[src/rtl/cpu_1_oci_dct_packer.sv]
// rtl/cpu_1_oci_dct_packer.sv - packs 2-bit conditional-branch trace codes into frames for the trace FIFO
module cpu_1_oci_dct_packer #(
    parameter int DCT_ENTRIES = 15
) (
    input  logic        clk,
    input  logic        reset_n,
    input  logic        trace_en,
    input  logic        dct_valid,
    input  logic [1:0]  dct_code,
    output logic        dct_ready,
    input  logic        flush,
    output logic [29:0] dct_buffer,
    output logic [3:0]  dct_count,
    output logic        frm_valid,
    input  logic        frm_ready,
    output logic [33:0] frm_data
);

    localparam logic [3:0] MAX_COUNT = 4'(DCT_ENTRIES);

    logic        flush_pend;
    logic        full;
    logic        slot_free;
    logic        accept;
    logic        emit;
    logic [29:0] buf_nxt;
    logic [3:0]  cnt_nxt;
    logic        pend_nxt;

    assign full      = (dct_count == MAX_COUNT);
    assign slot_free = !frm_valid || frm_ready;
    assign dct_ready = !full || slot_free;
    assign accept    = dct_valid && dct_ready && trace_en && (dct_code != 2'b00);
    assign emit      = slot_free && (full || (flush_pend && (dct_count != 4'd0)));

    // Unused slots are always zero, so a new code can simply be OR-ed into place.
    always_comb begin
        buf_nxt = dct_buffer;
        cnt_nxt = dct_count;
        if (emit) begin
            buf_nxt = '0;
            cnt_nxt = '0;
            if (accept) begin
                buf_nxt[1:0] = dct_code;
                cnt_nxt      = 4'd1;
            end
        end else if (accept) begin
            buf_nxt = dct_buffer | (30'(dct_code) << {dct_count, 1'b0});
            cnt_nxt = dct_count + 4'd1;
        end
    end

    // A new flush request wins over any clearing condition in the same cycle.
    always_comb begin
        pend_nxt = flush_pend;
        if (flush) begin
            pend_nxt = 1'b1;
        end else if (emit || ((dct_count == 4'd0) && !accept)) begin
            pend_nxt = 1'b0;
        end
    end

    always_ff @(posedge clk or negedge reset_n) begin
        if (!reset_n) begin
            dct_buffer <= '0;
            dct_count  <= '0;
            flush_pend <= 1'b0;
        end else begin
            dct_buffer <= buf_nxt;
            dct_count  <= cnt_nxt;
            flush_pend <= pend_nxt;
        end
    end

    always_ff @(posedge clk or negedge reset_n) begin
        if (!reset_n) begin
            frm_valid <= 1'b0;
            frm_data  <= '0;
        end else if (emit) begin
            frm_valid <= 1'b1;
            frm_data  <= {dct_count, dct_buffer};
        end else if (frm_valid && frm_ready) begin
            frm_valid <= 1'b0;
        end
    end

endmodule

[config.mk]
export PLATFORM = sky130hd
export DESIGN_NAME = cpu_1_oci_dct_packer
export DESIGN_NICKNAME = d
export VERILOG_FILES = /design/src/rtl/cpu_1_oci_dct_packer.sv
export SDC_FILE = /design/constraint.sdc
export NUM_CORES = 1
export LEC_CHECK = 0
export ABC_AREA = 1
export CAP_MARGIN = 25
export CORE_AREA = 2 2 101 64
export DETAILED_ROUTE_END_ITERATION = 12
export DIE_AREA = 0 0 103 66
export PLACE_DENSITY = 0.86
export SLEW_MARGIN = 20
export SYNTH_ARGS = -nofsm -noshare
export SYNTH_HDL_FRONTEND = slang
export SYNTH_SLANG_ARGS = --single-unit
[constraint.sdc]
create_clock -name clk -period 2.6 [get_ports clk]
set_input_delay 0.52 -clock clk [delete_from_list [all_inputs] [get_ports clk]]
set_output_delay 0.52 -clock clk [all_outputs]
set_load 0.005 [all_outputs]
==> impl_metrics.tcl, run 1 <==
set metrics [dict create \
    die_area_sq_mm 0.00680 \
    power_density_mw_per_mm2 796 \
    vias_per_cell 4.99 \
    setup_viol 0 \
    r2r_cells 10 \
    relSlewSlack_pct 63.3 \
    hold_viol_final 0 \
    power_w 0.00317 \
    top_usage_layer "met2" \
    antenna_found_initial 0 \
    cts_setup_buffers 0 \
    drv_cap 0 \
    postRouteAntennaNets 0 \
    fin_crit_ns 2.42 \
    die_w_microns 103 \
    layout.cells.non_filler 505 \
    ys_types 24 \
    vias 2521 \
    clk_pin_slew_worst_paths_ns 0.07 \
    use_met2_pct 34.4 \
    finalClockSkew_ns 0.00810 \
    fin_area_sq_mm 0.00398 \
    cts_hold_buf 0 \
    rows 22 \
    dp_hpwl_microns 5080 \
    netlist_instances 340 \
    start_util_pct 50.8 \
    grt_use_met3_pct 7.61 \
    cp_max_fo 10 \
    route.detailed.drc 0 \
    dpl_worst_slack_ns 0.291 \
    syn_to_final_growth_pct 33.1 \
    cp.arrival_ns 1.90 \
    synth_fp_nets 350 \
    grt_max_degree 51 \
    crit_path_end_kind "output port" \
    criticalPathCategory "flop to output port" \
    placed_cell_area_sq_mm 0.00379 \
    routed_wl_microns 7080 \
    dp.cells 489 \
    wl_per_cell_microns 14.0 \
    synth_top_area_cell "dfrtp_1" \
    drt_first_pass_iters 4 \
    portBuffers 77 \
    rsz0062_at_grt "no" \
    boundaryPins 78 \
    gp_congestion 0.842 \
    use_met1_pct 31.8 \
    cts.sinks 70 \
    grt_pass1_wl_microns 11700 \
    layout_setup_ws_ns 0.182 \
    globalRouteTotalUtil_pct 22.8 \
    clock_path_buffers 2 \
    fmax_ghz 0.414 \
    synthTopCellsByArea "dfrtp_1 (59%), nand2_1 (11%), o21ai_0 (5.9%)" \
    hold_class "input pin to async pin" \
    peakVddDrop_mv 0.625 \
    grt_overflow 0 \
    report.final.slew_viol_count 0 \
    p_leak_nw 1.79 \
    finalCritPeriodShare_pct 93.0 \
    synth_top_cell_area_share_pct 58.5 \
    synth_area_per_cell_sq_um 8.80 \
    synth-seq-cells 70 \
    antenna_cells 0 \
    final.setup.tns_ns 0 \
    nets 426 \
    drt_iter0_drc 184 \
    yosys_warnings 0 \
    cp-start-kind "flop" \
    post_cts_resize_count 0 \
    core_region_area_sq_mm 0.00589 \
    synth_area_sq_mm 0.00299 \
    status "finished, final reports clean" \
    clockRootBuffer "clkbuf_8" \
    htreeDepth 3 \
    numCtsBuffers 9 \
    worstSkewPairLatency_ns 0.35 \
    worstPathRequired_ns 2.08 \
    grt_pass1_vias 2444 \
    cts_tree "yes" \
    tightest_slew_ns 0.551 \
    die_height_microns 66 \
    drive_gt1_share_pct 8.31 \
    yosysSeqAreaShare_pct 58.5 \
]
==> final timing paths <==
kind / startpoint / endpoint / slack (ns)
max in group asynchronous: reset_n / dct_buffer[16] / 1.70
worst max-delay path: dct_count[0] / dct_ready / 0.18
worst max register to register: dct_count[1] / dct_buffer[1] / 0.57
min in group clk: frm_data[9] / frm_data[9] / 0.49
worst min-delay path: reset_n / frm_data[5] / 0.15
worst min register to register: frm_data[9] / frm_data[9] / 0.49
==> through the flow <==
stage	hold slack (ns)	util (%)
global placement	0.468	64.4
floorplan	0.224	-
CTS	0.159	67.6
detailed placement	0.474	64.4
global route	0.186	67.6
finish	0.148	67.6
==> layout by cell type, fill, tap and decap left out <==
cell / n
ha_1: 2
nor3_1: 2
nand2_1: 89
o21ai_2: 1
buf_2: 1
o21ai_1: 1
clkinv_2: 3
inv_1: 44
nor2_4: 1
nor2_2: 1
nand3_2: 1
clkbuf_8: 9
clkinv_1: 1
a21oi_1: 21
nand4_1: 2
clkbuf_1: 1
nand2_2: 1
nor2_1: 28
o21ai_0: 35
o21bai_1: 1
dfrtp_1: 70
a21oi_2: 7
bufinv_16: 1
clkdlybuf4s50_1: 76
buf_4: 7
nand3_1: 13
clkinv_4: 2
==> cells in the mapped netlist <==
| master | instances |
|---|---|
| nand3_2 | 1 |
| o21ai_2 | 1 |
| buf_6 | 4 |
| nand2_1 | 89 |
| nand4_1 | 2 |
| buf_2 | 8 |
| o21ai_1 | 1 |
| a21oi_2 | 6 |
| dfrtp_1 | 70 |
| nor2_1 | 28 |
| clkinv_1 | 1 |
| o21ai_0 | 35 |
| nand3_1 | 13 |
| clkbuf_1 | 2 |
| ha_1 | 2 |
| nor2_4 | 1 |
| buf_4 | 4 |
| o21bai_1 | 1 |
| clkbuf_2 | 1 |
| a21oi_1 | 22 |
| nand2_2 | 1 |
| nor3_1 | 2 |
| inv_1 | 44 |
| nor2_2 | 1 |
==> power by group <==
part           switching [W]  internal, W
Clock               0.000411     0.000441
Combinational       0.000634     0.000377
Sequential         0.0000979      0.00121
Total                0.00114      0.00203
==> critical path, cell delays in order (launching register included) <==
cell and delay [ns]:
dfrtp_1 0.56, ha_1 0.25, nand3_2 0.13, nor2_1 0.12, inv_1 0.04, clkdlybuf4s50_1 0.44
==> registers in the layout, indices dropped and copies added, names as in the netlist <==
signal	flops
dct_buffer	30
dct_count	4
flush_pend	1
frm_data	34
frm_valid	1
==> logic make-up after synthesis <==
kind of cell             count (synthesis)  synth area share [%]
buffers and inverters                   64                  9.91
adder cells (fa/ha/maj)                  2                 0.836
AO/OA/AOI/OAI                           66                  12.0
flip-flops                              70                  58.5
AND/OR/NAND/NOR                        138                  18.7
==> per-layer routing <==
layer / up-vias / wire length [microns]
met2: 112 / 3180
met3: 15 / 608
met5: - / 0
met1: 1188 / 3180
met4: 0 / 113
li1: 1206 / -
==> area by class of cell <==
cell class	instances	area [sq um]
Clock buffer	10	128
Clock inverter	6	62.6
Fill cell	484	1910
Inverter	45	169
Multi-Input combinational cell	206	948
Sequential cell	70	1750
Tap cell	84	105
Timing Repair Buffer	84	818
Power figures use the tool's default switching activity.
==> inputs of run 2 (changes only) <==
--- a/config.mk
+++ b/config.mk
@@ -11,7 +11,6 @@
 export DETAILED_ROUTE_END_ITERATION = 12
 export DIE_AREA = 0 0 103 66
 export PLACE_DENSITY = 0.86
-export SLEW_MARGIN = 20
 export SYNTH_ARGS = -nofsm -noshare
 export SYNTH_HDL_FRONTEND = slang
 export SYNTH_SLANG_ARGS = --single-unit
==> results of run 2 <==
The final DEF is identical to that of run 1; final timing and power are the same.
==> inputs of run 3 (changes only) <==
--- a/config.mk
+++ b/config.mk
@@ -10,6 +10,7 @@
 export CORE_AREA = 2 2 101 64
 export DETAILED_ROUTE_END_ITERATION = 12
 export DIE_AREA = 0 0 103 66
+export HOLD_SLACK_MARGIN = 0.08
 export PLACE_DENSITY = 0.86
 export SYNTH_ARGS = -nofsm -noshare
 export SYNTH_HDL_FRONTEND = slang
==> results of run 3 <==
The final DEF is identical to that of run 1; final timing and power are the same.
